==> config.mk <==
export PLATFORM = sky130hd
export DESIGN_NAME = alu_operand_stage_flat
export DESIGN_NICKNAME = d
export VERILOG_FILES = /design/src/rtl/alu_pkg.sv /design/src/rtl/alu_operand_stage_if.sv /design/src/rtl/reg_file.sv /design/src/rtl/alu_operand_stage.sv /design/src/flat_wrapper.sv
export SDC_FILE = /design/constraint.sdc
export NUM_CORES = 2
export LEC_CHECK = 0
export BUFFER_PORTS_ARGS = -buffer_cell sky130_fd_sc_hd__buf_4
export CORE_MARGIN = 2
export CORE_UTILIZATION = 31
export CTS_BUF_LIST = sky130_fd_sc_hd__clkbuf_8
export DETAILED_ROUTE_END_ITERATION = 8
export HOLD_SLACK_MARGIN = 0.15
export PLACE_DENSITY = 0.55
export SLEW_MARGIN = 20
export SYNTH_ARGS = -nofsm -noshare
export SYNTH_HDL_FRONTEND = slang
export SYNTH_SLANG_ARGS = --single-unit
==> constraint.sdc <==
create_clock -name clk -period 3.2 [get_ports clk]
set_input_delay 0.48 -clock clk [delete_from_list [all_inputs] [get_ports clk]]
set_output_delay 0.48 -clock clk [all_outputs]
set_load 0.05 [all_outputs]
==> src/rtl/alu_pkg.sv <==
// Shared decode constants for the operand stage and ALU control.
// Holds datapath widths, MIPS opcode/funct encodings, the aluOp enum and
// small helpers that classify R-type funct fields.
package alu_pkg;

  localparam int unsigned DATA_W   = 32;
  localparam int unsigned ADDR_W   = 5;
  localparam int unsigned NUM_REGS = 32;

  localparam logic [5:0] OP_RTYPE = 6'd0;
  localparam logic [5:0] OP_ADDI  = 6'd8;
  localparam logic [5:0] OP_ANDI  = 6'd12;

  localparam logic [5:0] FN_SLL = 6'd0;
  localparam logic [5:0] FN_SRL = 6'd2;
  localparam logic [5:0] FN_SRA = 6'd3;
  localparam logic [5:0] FN_ADD = 6'd32;
  localparam logic [5:0] FN_SUB = 6'd34;
  localparam logic [5:0] FN_AND = 6'd36;
  localparam logic [5:0] FN_OR  = 6'd37;
  localparam logic [5:0] FN_SLT = 6'd42;

  typedef enum logic [1:0] {
    ALUOP_ADD   = 2'd0,
    ALUOP_AND   = 2'd1,
    ALUOP_FUNCT = 2'd2
  } aluop_e;

  function automatic logic funct_supported(input logic [5:0] f);
    case (f)
      FN_SLL, FN_SRL, FN_SRA, FN_ADD, FN_SUB, FN_AND, FN_OR, FN_SLT: return 1'b1;
      default: return 1'b0;
    endcase
  endfunction

  function automatic logic funct_is_shift(input logic [5:0] f);
    return (f == FN_SLL) || (f == FN_SRL) || (f == FN_SRA);
  endfunction

endpackage

==> src/rtl/alu_operand_stage_if.sv <==
// Handshake and data bundle of the operand stage.
//   intake   : in_valid, in_ready, in_instr
//   writeback: wb_en, wb_addr, wb_data
//   ALU slot : out_valid, out_ready, input1, input2, shamt, aluOp, funct,
//              opCode, out_dest, out_wr_en, out_illegal
// master = environment (fetch + ALU + writeback), slave = the stage.
interface alu_operand_stage_if;
  import alu_pkg::*;

  logic              in_valid;
  logic              in_ready;
  logic [DATA_W-1:0] in_instr;

  logic              wb_en;
  logic [ADDR_W-1:0] wb_addr;
  logic [DATA_W-1:0] wb_data;

  logic              out_valid;
  logic              out_ready;
  logic [DATA_W-1:0] input1;
  logic [DATA_W-1:0] input2;
  logic [4:0]        shamt;
  logic [1:0]        aluOp;
  logic [5:0]        funct;
  logic [5:0]        opCode;
  logic [ADDR_W-1:0] out_dest;
  logic              out_wr_en;
  logic              out_illegal;

  modport master (
    output in_valid, in_instr, wb_en, wb_addr, wb_data, out_ready,
    input  in_ready, out_valid, input1, input2, shamt, aluOp, funct, opCode,
           out_dest, out_wr_en, out_illegal
  );

  modport slave (
    input  in_valid, in_instr, wb_en, wb_addr, wb_data, out_ready,
    output in_ready, out_valid, input1, input2, shamt, aluOp, funct, opCode,
           out_dest, out_wr_en, out_illegal
  );

endinterface

==> src/rtl/reg_file.sv <==
// 32x32 register file: two asynchronous read ports, one synchronous write
// port, R0 hardwired to zero, asynchronous active-low reset clears all.
//   ra1/ra2 -> rd1/rd2 : combinational reads
//   we/wa/wd           : write on rising clk, ignored for wa == 0
module reg_file
  import alu_pkg::*;
(
  input  logic              clk,
  input  logic              rst_n,
  input  logic [ADDR_W-1:0] ra1,
  input  logic [ADDR_W-1:0] ra2,
  output logic [DATA_W-1:0] rd1,
  output logic [DATA_W-1:0] rd2,
  input  logic              we,
  input  logic [ADDR_W-1:0] wa,
  input  logic [DATA_W-1:0] wd
);

  logic [DATA_W-1:0] regs [NUM_REGS];

  always_ff @(posedge clk or negedge rst_n) begin
    if (!rst_n) begin
      regs <= '{default: '0};
    end else if (we && (wa != '0)) begin
      regs[wa] <= wd;
    end
  end

  assign rd1 = (ra1 == '0) ? '0 : regs[ra1];
  assign rd2 = (ra2 == '0) ? '0 : regs[ra2];

endmodule

==> src/rtl/alu_operand_stage.sv <==
// Decode / operand-fetch stage feeding the 32-bit ALU.
//   clk, rst_n : clock, asynchronous active-low reset
//   bus        : slave side of alu_operand_stage_if (intake, writeback,
//                registered ALU slot)
// Owns the register file, a same-cycle writeback bypass and a per-register
// pending scoreboard that stalls intake on RAW/WAW hazards.
module alu_operand_stage
  import alu_pkg::*;
(
  input logic                clk,
  input logic                rst_n,
  alu_operand_stage_if.slave bus
);

  logic [5:0]        op, fn;
  logic [4:0]        rs, rt, rd, sh;
  logic [15:0]       imm;

  assign op  = bus.in_instr[31:26];
  assign rs  = bus.in_instr[25:21];
  assign rt  = bus.in_instr[20:16];
  assign rd  = bus.in_instr[15:11];
  assign sh  = bus.in_instr[10:6];
  assign fn  = bus.in_instr[5:0];
  assign imm = bus.in_instr[15:0];

  logic [DATA_W-1:0] rf_rs, rf_rt, rs_val, rt_val;

  reg_file u_rf (
    .clk   (clk),
    .rst_n (rst_n),
    .ra1   (rs),
    .ra2   (rt),
    .rd1   (rf_rs),
    .rd2   (rf_rt),
    .we    (bus.wb_en),
    .wa    (bus.wb_addr),
    .wd    (bus.wb_data)
  );

  assign rs_val = (rs == '0) ? '0 :
                  (bus.wb_en && (bus.wb_addr == rs)) ? bus.wb_data : rf_rs;
  assign rt_val = (rt == '0) ? '0 :
                  (bus.wb_en && (bus.wb_addr == rt)) ? bus.wb_data : rf_rt;

  logic              dec_legal, dec_wr, use_rs, use_rt;
  logic [ADDR_W-1:0] dec_dest;
  logic [4:0]        dec_sh;
  aluop_e            dec_aluop;
  logic [DATA_W-1:0] dec_in1, dec_in2;

  always_comb begin
    dec_legal = 1'b0;
    use_rs    = 1'b0;
    use_rt    = 1'b0;
    dec_dest  = '0;
    dec_sh    = '0;
    dec_aluop = ALUOP_ADD;
    dec_in1   = '0;
    dec_in2   = '0;
    case (op)
      OP_RTYPE: begin
        if (funct_supported(fn)) begin
          dec_legal = 1'b1;
          dec_aluop = ALUOP_FUNCT;
          dec_dest  = rd;
          dec_sh    = sh;
          use_rt    = 1'b1;
          if (funct_is_shift(fn)) begin
            dec_in1 = rt_val;
          end else begin
            use_rs  = 1'b1;
            dec_in1 = rs_val;
            dec_in2 = rt_val;
          end
        end
      end
      OP_ADDI: begin
        dec_legal = 1'b1;
        dec_aluop = ALUOP_ADD;
        dec_dest  = rt;
        use_rs    = 1'b1;
        dec_in1   = rs_val;
        dec_in2   = {{16{imm[15]}}, imm};
      end
      OP_ANDI: begin
        dec_legal = 1'b1;
        dec_aluop = ALUOP_AND;
        dec_dest  = rt;
        use_rs    = 1'b1;
        dec_in1   = rs_val;
        dec_in2   = {16'h0000, imm};
      end
      default: ;
    endcase
    dec_wr = dec_legal && (dec_dest != '0);
  end

  logic [NUM_REGS-1:0] pending;
  logic                rs_blk, rt_blk, dest_blk, hazard, ready, accept;
  logic                valid_q;

  // A pending register unblocks in the same cycle its writeback arrives.
  assign rs_blk   = pending[rs] && !(bus.wb_en && (bus.wb_addr == rs));
  assign rt_blk   = pending[rt] && !(bus.wb_en && (bus.wb_addr == rt));
  assign dest_blk = pending[dec_dest] && !(bus.wb_en && (bus.wb_addr == dec_dest));
  assign hazard   = (use_rs && rs_blk) || (use_rt && rt_blk) || (dec_wr && dest_blk);
  assign ready    = (!valid_q || bus.out_ready) && !hazard;
  assign accept   = bus.in_valid && ready;
  assign bus.in_ready = ready;

  // Clear is written before set so a new pending write dominates a
  // writeback to the same register landing in the same cycle.
  always_ff @(posedge clk or negedge rst_n) begin
    if (!rst_n) begin
      pending <= '0;
    end else begin
      if (bus.wb_en) pending[bus.wb_addr] <= 1'b0;
      if (accept && dec_wr) pending[dec_dest] <= 1'b1;
    end
  end

  logic [DATA_W-1:0] in1_q, in2_q;
  logic [4:0]        sh_q;
  aluop_e            aluop_q;
  logic [5:0]        fn_q, op_q;
  logic [ADDR_W-1:0] dest_q;
  logic              wr_q, ill_q;

  always_ff @(posedge clk or negedge rst_n) begin
    if (!rst_n) begin
      valid_q <= 1'b0;
      in1_q   <= '0;
      in2_q   <= '0;
      sh_q    <= '0;
      aluop_q <= ALUOP_ADD;
      fn_q    <= '0;
      op_q    <= '0;
      dest_q  <= '0;
      wr_q    <= 1'b0;
      ill_q   <= 1'b0;
    end else if (accept) begin
      valid_q <= 1'b1;
      in1_q   <= dec_in1;
      in2_q   <= dec_in2;
      sh_q    <= dec_sh;
      aluop_q <= dec_aluop;
      fn_q    <= fn;
      op_q    <= op;
      dest_q  <= dec_dest;
      wr_q    <= dec_wr;
      ill_q   <= !dec_legal;
    end else if (bus.out_ready) begin
      valid_q <= 1'b0;
    end
  end

  assign bus.out_valid   = valid_q;
  assign bus.input1      = in1_q;
  assign bus.input2      = in2_q;
  assign bus.shamt       = sh_q;
  assign bus.aluOp       = aluop_q;
  assign bus.funct       = fn_q;
  assign bus.opCode      = op_q;
  assign bus.out_dest    = dest_q;
  assign bus.out_wr_en   = wr_q;
  assign bus.out_illegal = ill_q;

endmodule

==> src/flat_wrapper.sv <==
// flat-port wrapper written by rule: the top's interface ports become plain ports
module alu_operand_stage_flat import alu_pkg::*;
  (clk, rst_n, bus_in_valid, bus_in_instr, bus_wb_en, bus_wb_addr, bus_wb_data, bus_out_ready, bus_in_ready, bus_out_valid, bus_input1, bus_input2, bus_shamt, bus_aluOp, bus_funct, bus_opCode, bus_out_dest, bus_out_wr_en, bus_out_illegal);
  alu_operand_stage_if bus_i ();
  input logic clk;
  input logic rst_n;
  input wire logic [$bits(bus_i.in_valid)-1:0] bus_in_valid;
  input wire logic [$bits(bus_i.in_instr)-1:0] bus_in_instr;
  input wire logic [$bits(bus_i.wb_en)-1:0] bus_wb_en;
  input wire logic [$bits(bus_i.wb_addr)-1:0] bus_wb_addr;
  input wire logic [$bits(bus_i.wb_data)-1:0] bus_wb_data;
  input wire logic [$bits(bus_i.out_ready)-1:0] bus_out_ready;
  output wire logic [$bits(bus_i.in_ready)-1:0] bus_in_ready;
  output wire logic [$bits(bus_i.out_valid)-1:0] bus_out_valid;
  output wire logic [$bits(bus_i.input1)-1:0] bus_input1;
  output wire logic [$bits(bus_i.input2)-1:0] bus_input2;
  output wire logic [$bits(bus_i.shamt)-1:0] bus_shamt;
  output wire logic [$bits(bus_i.aluOp)-1:0] bus_aluOp;
  output wire logic [$bits(bus_i.funct)-1:0] bus_funct;
  output wire logic [$bits(bus_i.opCode)-1:0] bus_opCode;
  output wire logic [$bits(bus_i.out_dest)-1:0] bus_out_dest;
  output wire logic [$bits(bus_i.out_wr_en)-1:0] bus_out_wr_en;
  output wire logic [$bits(bus_i.out_illegal)-1:0] bus_out_illegal;
  assign bus_i.in_valid = bus_in_valid;
  assign bus_i.in_instr = bus_in_instr;
  assign bus_i.wb_en = bus_wb_en;
  assign bus_i.wb_addr = bus_wb_addr;
  assign bus_i.wb_data = bus_wb_data;
  assign bus_i.out_ready = bus_out_ready;
  assign bus_in_ready = bus_i.in_ready;
  assign bus_out_valid = bus_i.out_valid;
  assign bus_input1 = bus_i.input1;
  assign bus_input2 = bus_i.input2;
  assign bus_shamt = bus_i.shamt;
  assign bus_aluOp = bus_i.aluOp;
  assign bus_funct = bus_i.funct;
  assign bus_opCode = bus_i.opCode;
  assign bus_out_dest = bus_i.out_dest;
  assign bus_out_wr_en = bus_i.out_wr_en;
  assign bus_out_illegal = bus_i.out_illegal;
  alu_operand_stage u_core (.clk(clk), .rst_n(rst_n), .bus(bus_i));
endmodule
==> out/metrics.csv <==
metric;value;unit
CP Data Required Time;2.72;ns
hold slack;0.2009;ns
Top Ports;166;
Hold Vio Cnt, Final;0;
most used flip-flop cell after synthesis;dfrtp_1;
R2R depth;9;
GRT Total Usage;0.2176;
Netlist cell types;68;
Max Cap Violations;0;
DP Wirelength;135.1;mm
top post-synthesis cells by area;dfrtp_1 47%, mux2_2 20%, mux4_2 17%;
Highest Clock Rate;0.2812;GHz
sequential share of the synthesized area;0.4721;
Die Width;446.8;um
CP Class;input port to output pin;
final setup fails;1;
RR Endpoint;u_core.bus.input1[7];
status;complete, but fails checks;
synth cell count leaders;1147 x dfrtp_1, 1084 x mux2_2, 469 x mux4_2, 323 x clkbuf_1, 154 x mux2i_1;
port bufs;165;
PwrDens;563.2;mW/mm^2
slew margin rel.;0.3055;
placed inst area;0.06793;mm^2
initial core utilization;0.3118;
Synth Cell Area;0.06079;mm^2
die area;0.1997;mm^2
area grow syn2layout;19.63;%
Worst-path clk slew;0.06;ns
IR drop worst, VDD;0.4994;mV
DRT Wirelength;218.6;mm
initial antenna violation count;12;
CTS tree;yes;
worst setup margin;-0.3561;ns
DR vias/cell;5.716;
Worst R2R Setup Slack;0.09;ns
design area;0.07273;mm^2
vias post-DR;42112;
largest net degree at the start of global routing;84;
Remaining DRCs;0;
Max Buffers Root-to-Sink;3;
Worst-Margin Slew;1.036;ns
Yosys warning count;0;
critical-path maximum fanout;6;
layout cells sized above 1;0.5245;
Die Y;446.8;um
RSZ-0062 raised after global routing;yes;
Routed WL per cell;29.67;um
# fillers;18514;
nature of the critical path endpoint;output pin;
R2R Path Start;u_core.pending[28];
drt initial violations;3733;
M3 GR Usage;0.04636;
Period Utilization, post-route;1.111;
Routability Congestion;0.8829;
Final min period;3.556;ns
nets;4660;
most numerous cell in the Yosys netlist;dfrtp_1;
Pleak;31.65;nW
met1 usage;0.2974;
depth of the CTS H-tree;4;
syn nets;4302;
first-pass GRT wire length;316.4;mm
clk sinks;1147;
# rows;162;
GRT overflow;0;
Synth Instances;4228;
hold crit path type;input port to async pin;
GR peak layer;met2;
Avg Cell Area, Syn;14.38;um^2
Pre-antenna DRT Iters;5;
Core Footprint;0.1950;mm^2
Worst Setup Start Kind;input port;
GR met2 Demand/Resource;0.3390;
CTS buffer count;195;
failing checks;negative setup slack;
Final Skew;0.07197;ns
Synth Register Bits;1147;
clk_lat worst skew;0.97;ns
Overall Power;0.04096;W
cell taking the most area after synthesis;dfrtp_1;
Slew Limit Fails;0;
Crit path arrival time;3.08;ns
CTS root buf;clkbuf_8;
async set-or-reset flop fraction in the synthesized netlist;1.000;
post-synth top area share;0.4721;
vias in the first global route;43250;
Post-synth EDFFs;0;
antenna-violating nets left;0;
[routing by layer]
metal / share of wire / vias up
li1: - / 17180
met1: 0.43 / 22812
met2: 0.46 / 1700
met3: 0.071 / 412
met4: 0.038 / 8
met5: 0.00026 / -
[final cells by class]
cell class,instances,area [um^2],share of cell area
timing repair buffer,629,6271,0.08622
inverter,38,142.6,0.001961
multi-input combinational,2575,30350,0.4173
tap,2624,3283,0.04514
clock buffer,248,3413,0.04693
antenna,2,5.005,0.00006881
clock inverter,105,563.0,0.007742
sequential,1147,28700,0.3947
[report_power, final]
part           switching (W)  internal, W
Clock                0.00647      0.00713
Combinational        0.00351      0.00500
Sequential           0.00181       0.0171
Total                 0.0118       0.0292
[critical path: stages]
cell,delay (ns)
buf_4,0.11
or4b_1,0.54
o311ai_2,0.11
buf_4,0.21
buf_4,0.15
a32o_2,0.31
mux2i_1,0.22
mux2i_1,0.12
a211o_1,0.31
nand4_1,0.18
nor2_2,0.07
nor2_4,0.11
buf_8,0.15
[worst max path at each step]
stage	start	end	slack (ns)	cells after the start
after CTS	u_core.pending[19]	bus_in_ready	-0.38	6
final	bus_in_instr[3]	bus_in_ready	-0.36	13
after global placement	bus_in_instr[3]	u_core.bus.input1[25]	-0.55	13
after floorplan	bus_in_instr[17]	u_core.bus.input1[2]	0.0009	11
after global routing	u_core.pending[23]	bus_in_ready	-0.45	6
after detailed placement	bus_in_instr[3]	u_core.bus.input1[7]	-0.60	14
[state kept, by name (all words and copies together), names as in the netlist, 2 cells and up]
register             cells
u_core.bus.funct         6
u_core.bus.out_dest      5
u_core.bus.input2       32
u_core.bus.input1       32
u_core.pending          32
u_core.bus.opCode        6
u_core.u_rf.regs      1024
u_core.bus.aluOp         2
u_core.bus.shamt         5
[cells by family (layout without fill, tap and decap cells)]
logic type	after synthesis	count (layout)	share of synthesized area
muxes	1733	1733	0.4060
DFF	1147	1147	0.4721
AOI/OAI and AO/OA	558	558	0.06520
buffers and inverters	506	1020	0.03379
and+or+nand+nor	272	272	0.02114
xor gates and xnor gates	12	12	0.001729
other	0	2	0
[cells in the final DEF, fill, tap and decap left out, types with 26 or more instances in the layout]
cell type | synthesis | layout
mux2_2 | 1084 | 1084
mux2i_1 | 154 | 154
dfrtp_1 | 1147 | 1147
a22o_1 | 28 | 28
o221ai_1 | 40 | 40
a22oi_1 | 83 | 83
inv_1 | 37 | 104
o21ai_0 | 53 | 52
nor2_1 | 59 | 39
a2111oi_0 | 28 | 27
a211o_1 | 26 | 26
a21oi_1 | 106 | 106
buf_12 | 0 | 107
nand2_1 | 99 | 84
mux4_2 | 469 | 469
nor3_1 | 29 | 28
dlygate4sd3_1 | 0 | 66
buf_4 | 7 | 450
clkbuf_8 | 0 | 248
o22ai_1 | 67 | 67
[through the flow]
step | TNS (ns) | worst slack, ns | std cells | util
floorplan | 0 | 0.0009466 | 4228 | -
global placement | -55.56 | -0.5480 | 6931 | 0.3484
detailed placement | -59.57 | -0.6019 | 6931 | 0.3484
CTS | -0.3829 | -0.3829 | 7363 | 0.3728
global route | -0.5486 | -0.4454 | 7367 | 0.3730
finish | -0.3561 | -0.3561 | 7368 | 0.3730
[what timing repair did]
action | 4_1_cts | 5_1_grt
hold buffers | 66 | 0
setup buffers | 14 | 3
cloned | 0 | 0
endpoints found under the setup margin | 1 | 45
gates resized for setup | 3 | 2
pin swaps | 3 | 4
endpoints found under the hold margin | 1350 | 0
Note: power is estimated with default switching activity, not from simulation.
